--- src/rtl/nrisc_pkg.sv ---
// -----------------------------------------------------------------------------
// nrisc_pkg
//   Shared definitions for the NRISC ULA and the blocks that talk to it.
//   - ULA opcode encodings (ULA_ADD .. ULA_RTL)
//   - ula_is_legal(): true for the ten opcodes the ULA implements
//   - ula_uses_incdec(): true for the opcodes where the inc/dec modifier applies
//   - arb_state_e: 2-bit state encoding of the ULA arbiter FSM
// -----------------------------------------------------------------------------
package nrisc_pkg;

  localparam logic [3:0] ULA_ADD = 4'b0000;
  localparam logic [3:0] ULA_SUB = 4'b0001;
  localparam logic [3:0] ULA_AND = 4'b0010;
  localparam logic [3:0] ULA_OR  = 4'b0011;
  localparam logic [3:0] ULA_XOR = 4'b0100;
  localparam logic [3:0] ULA_SHR = 4'b0101;
  localparam logic [3:0] ULA_SHL = 4'b0110;
  localparam logic [3:0] ULA_NOT = 4'b0111;
  localparam logic [3:0] ULA_RTR = 4'b1101;
  localparam logic [3:0] ULA_RTL = 4'b1110;

  typedef enum logic [1:0] {
    ST_IDLE = 2'b00,
    ST_EXEC = 2'b01,
    ST_RESP = 2'b10
  } arb_state_e;

  function automatic logic ula_is_legal(input logic [3:0] op);
    case (op)
      ULA_ADD, ULA_SUB, ULA_AND, ULA_OR, ULA_XOR,
      ULA_SHR, ULA_SHL, ULA_NOT, ULA_RTR, ULA_RTL: return 1'b1;
      default:                                      return 1'b0;
    endcase
  endfunction

  function automatic logic ula_uses_incdec(input logic [3:0] op);
    return (op == ULA_ADD) || (op == ULA_SUB);
  endfunction

endpackage

--- src/rtl/nrisc_ula_arbiter.sv ---
// -----------------------------------------------------------------------------
// nrisc_ula_arbiter
//   Shares one combinational NRISC_ULA between two requesters
//   (0 = core execute, 1 = address/aux unit) with round-robin arbitration.
//   One operation is outstanding at a time: IDLE accepts, EXEC drives the ULA
//   for exactly one cycle and captures its result, RESP holds the result until
//   the granted requester consumes it.
//
// Ports
//   clk, rst                 clock, asynchronous active-high reset
//   req_valid/req_ready[2]   request handshake per requester
//   req_A/req_B[2*TAM]       operands, requester i at [i*TAM +: TAM]
//   req_ctrl[8]              opcode, requester i at [i*4 +: 4]
//   req_incdec[2]            inc/dec modifier per requester
//   rsp_valid/rsp_ready[2]   response handshake per requester
//   rsp_out, rsp_flags       captured ULA result and {minus,zero,carry}
//   rsp_err                  captured opcode was illegal
//   ULA_A/B/ctrl, incdec     to NRISC_ULA (live only in EXEC)
//   ULA_OUT, ULA_flags       from NRISC_ULA
// -----------------------------------------------------------------------------
module nrisc_ula_arbiter
  import nrisc_pkg::*;
#(
  parameter int TAM = 16
) (
  input  logic             clk,
  input  logic             rst,
  input  logic [1:0]       req_valid,
  output logic [1:0]       req_ready,
  input  logic [2*TAM-1:0] req_A,
  input  logic [2*TAM-1:0] req_B,
  input  logic [7:0]       req_ctrl,
  input  logic [1:0]       req_incdec,
  output logic [1:0]       rsp_valid,
  input  logic [1:0]       rsp_ready,
  output logic [TAM-1:0]   rsp_out,
  output logic [2:0]       rsp_flags,
  output logic             rsp_err,
  output logic [TAM-1:0]   ULA_A,
  output logic [TAM-1:0]   ULA_B,
  output logic [3:0]       ULA_ctrl,
  output logic             incdec,
  input  logic [TAM-1:0]   ULA_OUT,
  input  logic [2:0]       ULA_flags
);

  arb_state_e     state_q, state_d;
  logic           rr_ptr_q, rr_ptr_d;
  logic           grant_q, grant_d;
  logic [TAM-1:0] a_q, a_d;
  logic [TAM-1:0] b_q, b_d;
  logic [3:0]     ctrl_q, ctrl_d;
  logic           incdec_q, incdec_d;
  logic [TAM-1:0] rsp_out_q, rsp_out_d;
  logic [2:0]     rsp_flags_q, rsp_flags_d;
  logic           rsp_err_q, rsp_err_d;

  // Round-robin pick: the pointed-to requester if it is asking, else the other.
  logic winner;
  logic legal;

  assign winner = req_valid[rr_ptr_q] ? rr_ptr_q : ~rr_ptr_q;
  assign legal  = ula_is_legal(ctrl_q);

  always_comb begin
    // NOTE: every signal assigned below gets a default first so no path
    // through the case statement leaves one unassigned and infers a latch.
    state_d     = state_q;
    rr_ptr_d    = rr_ptr_q;
    grant_d     = grant_q;
    a_d         = a_q;
    b_d         = b_q;
    ctrl_d      = ctrl_q;
    incdec_d    = incdec_q;
    rsp_out_d   = rsp_out_q;
    rsp_flags_d = rsp_flags_q;
    rsp_err_d   = rsp_err_q;
    req_ready   = 2'b00;
    rsp_valid   = 2'b00;
    ULA_A       = '0;
    ULA_B       = '0;
    ULA_ctrl    = ULA_ADD;
    incdec      = 1'b0;

    case (state_q)
      ST_IDLE: begin
        if (|req_valid) begin
          req_ready[winner] = 1'b1;
          grant_d  = winner;
          a_d      = winner ? req_A[2*TAM-1:TAM] : req_A[TAM-1:0];
          b_d      = winner ? req_B[2*TAM-1:TAM] : req_B[TAM-1:0];
          ctrl_d   = winner ? req_ctrl[7:4]      : req_ctrl[3:0];
          incdec_d = req_incdec[winner];
          state_d  = ST_EXEC;
        end
      end

      ST_EXEC: begin
        // Illegal opcodes leave the ULA at add 0+0 and report an error
        // instead of whatever the ULA would produce for them.
        if (legal) begin
          ULA_A    = a_q;
          ULA_B    = b_q;
          ULA_ctrl = ctrl_q;
          incdec   = incdec_q & ula_uses_incdec(ctrl_q);
        end
        rsp_out_d   = legal ? ULA_OUT   : '0;
        rsp_flags_d = legal ? ULA_flags : 3'b000;
        rsp_err_d   = ~legal;
        state_d     = ST_RESP;
      end

      ST_RESP: begin
        rsp_valid[grant_q] = 1'b1;
        if (rsp_ready[grant_q]) begin
          rr_ptr_d = ~grant_q;
          state_d  = ST_IDLE;
        end
      end

      default: state_d = ST_IDLE;
    endcase
  end

  // NOTE: state is updated with non-blocking assignments so every register
  // samples the pre-edge values, independent of statement order.
  always_ff @(posedge clk or posedge rst) begin
    if (rst) begin
      state_q     <= ST_IDLE;
      rr_ptr_q    <= 1'b0;
      grant_q     <= 1'b0;
      a_q         <= '0;
      b_q         <= '0;
      ctrl_q      <= ULA_ADD;
      incdec_q    <= 1'b0;
      rsp_out_q   <= '0;
      rsp_flags_q <= 3'b000;
      rsp_err_q   <= 1'b0;
    end else begin
      state_q     <= state_d;
      rr_ptr_q    <= rr_ptr_d;
      grant_q     <= grant_d;
      a_q         <= a_d;
      b_q         <= b_d;
      ctrl_q      <= ctrl_d;
      incdec_q    <= incdec_d;
      rsp_out_q   <= rsp_out_d;
      rsp_flags_q <= rsp_flags_d;
      rsp_err_q   <= rsp_err_d;
    end
  end

  assign rsp_out   = rsp_out_q;
  assign rsp_flags = rsp_flags_q;
  assign rsp_err   = rsp_err_q;

endmodule
--- config.mk ---
export PLATFORM = sky130hd
export DESIGN_NAME = nrisc_ula_arbiter
export DESIGN_NICKNAME = d
export VERILOG_FILES = /design/src/rtl/nrisc_pkg.sv /design/src/rtl/nrisc_ula_arbiter.sv
export SDC_FILE = /design/constraint.sdc
export NUM_CORES = 1
export LEC_CHECK = 0
export CAP_MARGIN = 25
export CELL_PAD_IN_SITES_DETAIL_PLACEMENT = 1
export CELL_PAD_IN_SITES_GLOBAL_PLACEMENT = 1
export CORE_ASPECT_RATIO = 1.75
export CORE_MARGIN = 2
export CORE_UTILIZATION = 29
export DETAILED_ROUTE_END_ITERATION = 16
export HOLD_SLACK_MARGIN = 0.02
export PLACE_DENSITY = 0.86
export SYNTH_ARGS = -nofsm -noshare
export SYNTH_HDL_FRONTEND = slang
export SYNTH_SLANG_ARGS = --single-unit
--- constraint.sdc ---
create_clock -name clk -period 2.4 [get_ports clk]
set_clock_uncertainty 0.1 [all_clocks]
set_input_delay 0.6 -clock clk [delete_from_list [all_inputs] [get_ports clk]]
set_output_delay 0.6 -clock clk [all_outputs]
set_load 0.02 [all_outputs]
==> results of run 1 <==
[sequential cells by signal (all words and copies together) (netlist names)]
signal,flops
rr_ptr_q,1
rsp_out,16
incdec_q,1
a_q,16
ctrl_q,4
b_q,16
state_q,2
rsp_err,1
rsp_flags,3
grant_q,1
[worst max-delay path by stage]
stage / end / slack, ps / startpoint / cells past startpoint
after global routing: ULA_B[10] / -230 / ctrl_q[1]$_DFFE_PP0P_ / 9
after CTS: ULA_B[10] / -160 / ctrl_q[1]$_DFFE_PP0P_ / 9
after global placement: ULA_B[0] / -270 / ctrl_q[1]$_DFFE_PP0P_ / 7
final: ULA_B[5] / -150 / ctrl_q[1]$_DFFE_PP0P_ / 9
after floorplan: a_q[0]$_DFFE_PP0P_ / 190 / rst / 1
after detailed placement: ULA_B[0] / -280 / ctrl_q[1]$_DFFE_PP0P_ / 7
[per-layer routing]
layer / GRT usage [%] / up-vias
met5: 0 / -
met4: 7.38 / 0
met3: 4.05 / 20
met2: 37.1 / 112
met1: 21.5 / 1416
li1: - / 1288
[kinds of logic (layout without fill, tap and decap cells)]
logic type / count (synthesis) / count (layout) / synth area share (%)
AND/OR/NAND/NOR: 55 / 55 / 10.8
flip-flops: 61 / 61 / 52.7
AO/OA/AOI/OAI: 101 / 101 / 30.1
buffers and inverters: 30 / 212 / 5.49
adder cells (fa/ha/maj): 2 / 2 / 0.864
[cell usage after synthesis]
master and number:
a22o_1 19, buf_2 10, ha_1 2, buf_4 1, nand3_1 1, buf_1 1
inv_1 6, clkbuf_1 8, dfrtp_1 61, and2_1 35, o21ba_2 1, a21oi_1 2
and3_1 3, a21oi_4 1, or2_1 1, a31oi_1 1, a221o_1 37, o21a_1 37
buf_6 4, nand2b_1 3, o21ai_0 3, nor3_1 1, nand2_1 3, nor2_1 8
[area by class of cell]
type                            count  share of cell area (%)
Timing Repair Buffer              190                    36.5
Multi-Input combinational cell    158                    24.9
Clock inverter                      6                    2.07
Inverter                            6                   0.423
Tap cell                          125                    2.94
Sequential cell                    61                    28.7
Clock buffer                       10                    4.49
[power breakdown]
| group | switching (mW) | total (mW) | internal (mW) |
|---|---|---|---|
| Sequential | 0.297 | 1.81 | 1.51 |
| Combinational | 1.61 | 3.54 | 1.93 |
| Clock | 0.464 | 1.50 | 1.04 |
| Total | 2.37 | 6.86 | 4.49 |
[timing repair]
item                       CTS  global route
setup endpoints to repair   41            38
gates resized for setup    266             7
cloned                       3             0
pin swaps                   28             9
setup buffers                7             3
[per-stage QoR]
stage	setup TNS, ps	power [mW]
floorplan	0	3.58
global placement	-8230	4.77
detailed placement	-8860	4.88
CTS	-3000	6.97
global route	-5140	7.27
finish	-2340	6.86
==> flow_metrics.py, run 1 <==
metrics = {
    "worst_setup_path": {
        "reg2reg_depth": 9,
        "crit_path_max_incr_delay_ps": 370,
        "crit_fanout": 7,
        "critPathCaptureType": "output port",
        "r2r_end": "rsp_flags[1]$_DFFE_PP0P_",
        "crit_buf_inv": 5,
        "path_cells": "inv_2 > ha_4 > nand2_4 > a21oi_4 > buf_6 > buf_8 > buf_6 > and2_4 > buf_6",
        "cpMaxStageDelayCell": "dfrtp_1",
        "cp.arrival_ps": 1850,
        "cpMostUsedCell": "buf_6",
        "r2r_slack_ps": 600,
        "startpoint_type": "flip-flop",
        "crit_type": "flip-flop to output port",
        "reg2reg_from": "ctrl_q[1]$_DFFE_PP0P_",
        "crit_family": "buffers and inverters",
        "crit_required_ps": 1700,
    },
    "global_route": {
        "grt_pass1_wl_um": 16400,
        "grt.overflow.total": 0,
        "grt_max_degree": 62,
        "grt_pass1_vias": 3157,
        "antenna_found_initial": 0,
        "grtUsageTotal_pct": 19.8,
    },
    "placement": {
        "hpwl_um": 7040,
        "post-place-cells": 529,
        "place_ws_ps": -280,
        "place_area_sq_mm": 0.00470,
        "port_buffers": 159,
        "place.gp.congestion": 0.787,
    },
    "floorplan": {
        "dieArea_sq_mm": 0.0108,
        "start_util_pct": 29.6,
        "rows": 48,
        "core_sq_mm": 0.00979,
        "die_h_um": 136,
        "io_pins": 160,
        "dieWidth_um": 79.5,
    },
    "cells_and_area": {
        "diodes": 0,
        "nets": 527,
        "fillers": 1031,
        "multi_input_area_sq_mm": 0.00133,
        "area_growth_syn_to_layout_pct": 83.8,
        "final_cell_mix": "clkdlybuf4s50_1 (118), dfrtp_1 (61), buf_6 (41)",
        "layout-drive-gt1-share_pct": 29.2,
        "finalInstanceArea_sq_mm": 0.00532,
        "regArea_sq_mm": 0.00153,
        "post-route-util_pct": 54.4,
        "fin_cells": 556,
        "final_common_cell": "clkdlybuf4s50_1",
    },
    "min_path": {
        "hold_depth": 1,
        "whs_endpoint": "rsp_out[14]$_DFFE_PP0P_",
        "hp-start": "rsp_out[14]$_DFFE_PP0P_",
        "hold_class": "flip-flop to flip-flop",
    },
    "route": {
        "drt-total-wl_um": 10400,
        "wl_met1_um": 3820,
        "vias_per_cell": 5.10,
        "firstDrtPassIters": 4,
        "wl_per_cell_um": 18.7,
        "num_vias": 2836,
        "final_antenna_net_count": 0,
        "wl_met2_um": 5820,
        "drc": 0,
        "met3_length_um": 513,
        "drt_iter0_drc": 137,
        "top_layer": "met4",
    },
    "clocking": {
        "numCtsBuffers": 9,
        "hold_buffers": 0,
        "insertion_delay_ps": 320,
        "cts-root-buf": "clkbuf_16",
        "cts_tree": "built",
        "htreeDepth": 3,
        "path_clk_slew_ps": 60,
        "clock_path_buffers": 2,
        "cts.sinks": 61,
    },
    "synth": {
        "synth-seq-area-share_pct": 52.7,
        "yosysWarningCount": 0,
        "yosys.cell_types.count": 24,
        "synth_fp_nets": 350,
        "syn_inst": 249,
        "syn_area_per_cell_sq_um": 11.6,
        "post_synth_instance_area_sq_mm": 0.00290,
        "synth_top_area_share_pct": 52.7,
        "synth_area_leaders": "dfrtp_1 (53%), a221o_1 (13%), o21a_1 (9.6%)",
        "synth_top_cell_by_area": "dfrtp_1",
        "ys_ff_latch": 61,
    },
    "pwr": {
        "power.density_mw_per_mm2": 1290,
        "peakVddDrop_mv": 0.500,
        "p_leak_nw": 2.35,
    },
    "sta": {
        "fin_crit_sh_pct": 106,
        "tightest_slew_ps": 440,
        "maxSlewHeadroom_pct": 70.6,
        "fmax_mhz": 392,
        "min_period_ps": 2550,
        "finalHoldViolations": 0,
        "rsz0062_at_grt": "yes",
        "setup_violations": 35,
        "slew_viol_final": 0,
        "hold_slack_ps": 403,
        "setup_slack_ps": -148,
    },
    "outcome": {
        "outcome": "finished, violations left",
        "violations": "negative setup slack",
    },
    "run": {
        "cap_violations": 0,
    },
}
Note: power is estimated with default switching activity, not from simulation.
==> run 2: changes to the inputs <==
--- a/config.mk
+++ b/config.mk
@@ -12,7 +12,6 @@
 export CORE_MARGIN = 2
 export CORE_UTILIZATION = 29
 export DETAILED_ROUTE_END_ITERATION = 16
-export HOLD_SLACK_MARGIN = 0.02
 export PLACE_DENSITY = 0.86
 export SYNTH_ARGS = -nofsm -noshare
 export SYNTH_HDL_FRONTEND = slang
==> results of run 2 <==
Same layout as run 1: the final DEF is identical, and so are final timing and power.
==> run 3: changes to the inputs <==
--- a/config.mk
+++ b/config.mk
@@ -9,7 +9,6 @@
 export CELL_PAD_IN_SITES_DETAIL_PLACEMENT = 1
 export CELL_PAD_IN_SITES_GLOBAL_PLACEMENT = 1
 export CORE_ASPECT_RATIO = 1.75
-export CORE_MARGIN = 2
 export CORE_UTILIZATION = 29
 export DETAILED_ROUTE_END_ITERATION = 16
 export PLACE_DENSITY = 0.86
==> run 3 against run 2 <==
- the flow still finishes with violations (negative setup slack)
- count of clock-buffer cells in the layout is 3 higher
- worst setup slack worse by 14 ps
- global-route usage increased by 1.6 points
- routed wire length rose by 1.3%
- flip-flop and latch count did not move
- largest cell class unchanged
- first-iteration DRC count decreased by 9.5%
- clock power up 4%
- via count up 0.18%
- register-to-register slack worse by 160 ps
==> flow_metrics.py, run 3 (synthesized netlist as in run 1, its figures left out) <==
metrics = {
    "worst_setup_path": {
        "startpoint_type": "flip-flop",
        "crit_required_ps": 1700,
        "cpMaxStageDelayCell": "dfrtp_1",
        "path_cells": "inv_2 > ha_4 > nand2_4 > a21oi_4 > buf_6 > buf_6 > buf_12 > and2_4 > buf_6",
        "cp.arrival_ps": 1860,
        "endpoint": "ULA_A[1]",
        "crit_type": "flip-flop to output port",
        "crit_cells": 9,
        "cpMostUsedCell": "buf_6",
        "critPathCaptureType": "output port",
        "crit_fanout": 8,
        "cp-startpoint": "ctrl_q[1]$_DFFE_PP0P_",
        "reg2reg_from": "ctrl_q[1]$_DFFE_PP0P_",
        "crit_buf_inv": 5,
        "r2r_end": "rsp_out[7]$_DFFE_PP0P_",
        "r2r_slack_ps": 440,
        "crit_family": "buffers and inverters",
        "crit_path_max_incr_delay_ps": 380,
        "reg2reg_depth": 10,
    },
    "route": {
        "num_vias": 2841,
        "drt-total-wl_um": 10500,
        "met3_length_um": 524,
        "wl_met1_um": 4090,
        "drt_iter0_drc": 124,
        "vias_per_cell": 5.13,
        "top_layer": "met4",
        "wl_met2_um": 5740,
        "drc": 0,
        "final_antenna_net_count": 0,
        "wl_per_cell_um": 19.0,
        "firstDrtPassIters": 4,
    },
    "sta": {
        "min_period_ps": 2560,
        "fmax_mhz": 390,
        "setup_slack_ps": -162,
        "maxSlewHeadroom_pct": 68.9,
        "setup_violations": 35,
        "finalHoldViolations": 0,
        "rsz0062_at_grt": "yes",
        "fin_crit_sh_pct": 107,
        "setup_tns_ps": -3640,
        "tightest_slew_ps": 466,
        "slew_viol_final": 0,
    },
    "clocking": {
        "cts-root-buf": "clkbuf_16",
        "path_clk_slew_ps": 50,
        "cts.sinks": 61,
        "numCtsBuffers": 9,
        "htreeDepth": 3,
        "insertion_delay_ps": 320,
        "clock_path_buffers": 2,
        "cts_tree": "built",
    },
    "global_route": {
        "antenna_found_initial": 0,
        "grt.overflow.total": 0,
        "grt_pass1_vias": 3239,
        "grtUsageTotal_pct": 21.4,
        "grt_pass1_wl_um": 17100,
        "grt_max_degree": 39,
    },
    "placement": {
        "post-place-cells": 523,
        "place.gp.congestion": 0.731,
        "place_ws_ps": -313,
        "hpwl_um": 6850,
        "port_buffers": 159,
    },
    "pwr": {
        "power_frac_seq_pct": 25.7,
        "p_leak_nw": 2.38,
        "comb_power_share_pct": 52.0,
        "internal_power_mw": 4.60,
        "p_clk_share_pct": 22.3,
        "swShare_pct": 34.4,
        "power.total_mw": 7.02,
        "peakVddDrop_mv": 0.568,
        "power.density_mw_per_mm2": 1310,
        "power_switching_mw": 2.41,
    },
    "cells_and_area": {
        "nets": 528,
        "final_common_cell": "clkdlybuf4s50_1",
        "post-route-util_pct": 55.7,
        "diodes": 0,
        "fin_cells": 554,
        "area_growth_syn_to_layout_pct": 84.4,
        "final_cell_mix": "clkdlybuf4s50_1 (117), dfrtp_1 (61), buf_6 (40)",
        "layout-drive-gt1-share_pct": 29.4,
        "fillers": 984,
    },
    "min_path": {
        "hold_class": "flip-flop to flip-flop",
        "hold_depth": 1,
    },
    "floorplan": {
        "io_pins": 160,
        "dieArea_sq_mm": 0.0104,
        "die_h_um": 134,
        "start_util_pct": 30.2,
        "rows": 47,
        "core_sq_mm": 0.00959,
        "dieWidth_um": 77.5,
    },
    "outcome": {
        "violations": "negative setup slack",
        "outcome": "finished, violations left",
    },
    "run": {
        "cap_violations": 0,
    },
}
==> run 3: what timing repair did <==
action	in CTS	in global routing
hold buffers	0	0
gates resized for setup	264	6
buffers inserted	10	3
setup endpoints to repair	40	37
pin swaps	31	5
gates cloned	4	0
==> run 3: layout make-up <==
class                           count  area [sq um]  share of cell area, %
Tap cell                          122           153                   2.86
Timing Repair Buffer              191          1950                   36.6
Clock buffer                       13           270                   5.06
Multi-Input combinational cell    158          1330                   24.8
Inverter                            6          22.5                  0.422
Sequential cell                    61          1530                   28.6
Clock inverter                      3          90.1                   1.69
==> run 3: worst min path at each step <==
stage / from / to / slack (ps)
floorplan: rr_ptr_q$_DFFE_PP0P_ / rr_ptr_q$_DFFE_PP0P_ / 410
global placement: rsp_out[11]$_DFFE_PP0P_ / rsp_out[11]$_DFFE_PP0P_ / 390
detailed placement: rsp_out[9]$_DFFE_PP0P_ / rsp_out[9]$_DFFE_PP0P_ / 390
CTS: rsp_out[11]$_DFFE_PP0P_ / rsp_out[11]$_DFFE_PP0P_ / 410
global route: rsp_out[9]$_DFFE_PP0P_ / rsp_out[9]$_DFFE_PP0P_ / 430
finish: rsp_out[9]$_DFFE_PP0P_ / rsp_out[9]$_DFFE_PP0P_ / 400
==> run 3: power by group through the flow <==
stage               Sequential, mW  Combinational [mW]  Clock (mW)
floorplan                     1.90                1.68           0
global placement              1.75                2.97           0
CTS                           1.80                3.68        1.59
detailed placement            1.78                3.05           0
finish                        1.81                3.65        1.56
global route                  1.87                3.91        1.63
==> run 3: per-layer routing <==
| layer | global-route usage [%] | vias up |
|---|---|---|
| met5 | 0 | - |
| met4 | 6.81 | 0 |
| met3 | 4.97 | 16 |
| met2 | 39.4 | 109 |
| met1 | 23.9 | 1431 |
| li1 | - | 1285 |
==> run 3: through the flow <==
step / cell area (sq um) / hold WS (ps)
after floorplan: 2900 / 407
after global placement: 4650 / 388
after detailed placement: 4650 / 392
after CTS: 5340 / 407
after global routing: 5340 / 431
final: 5340 / 404
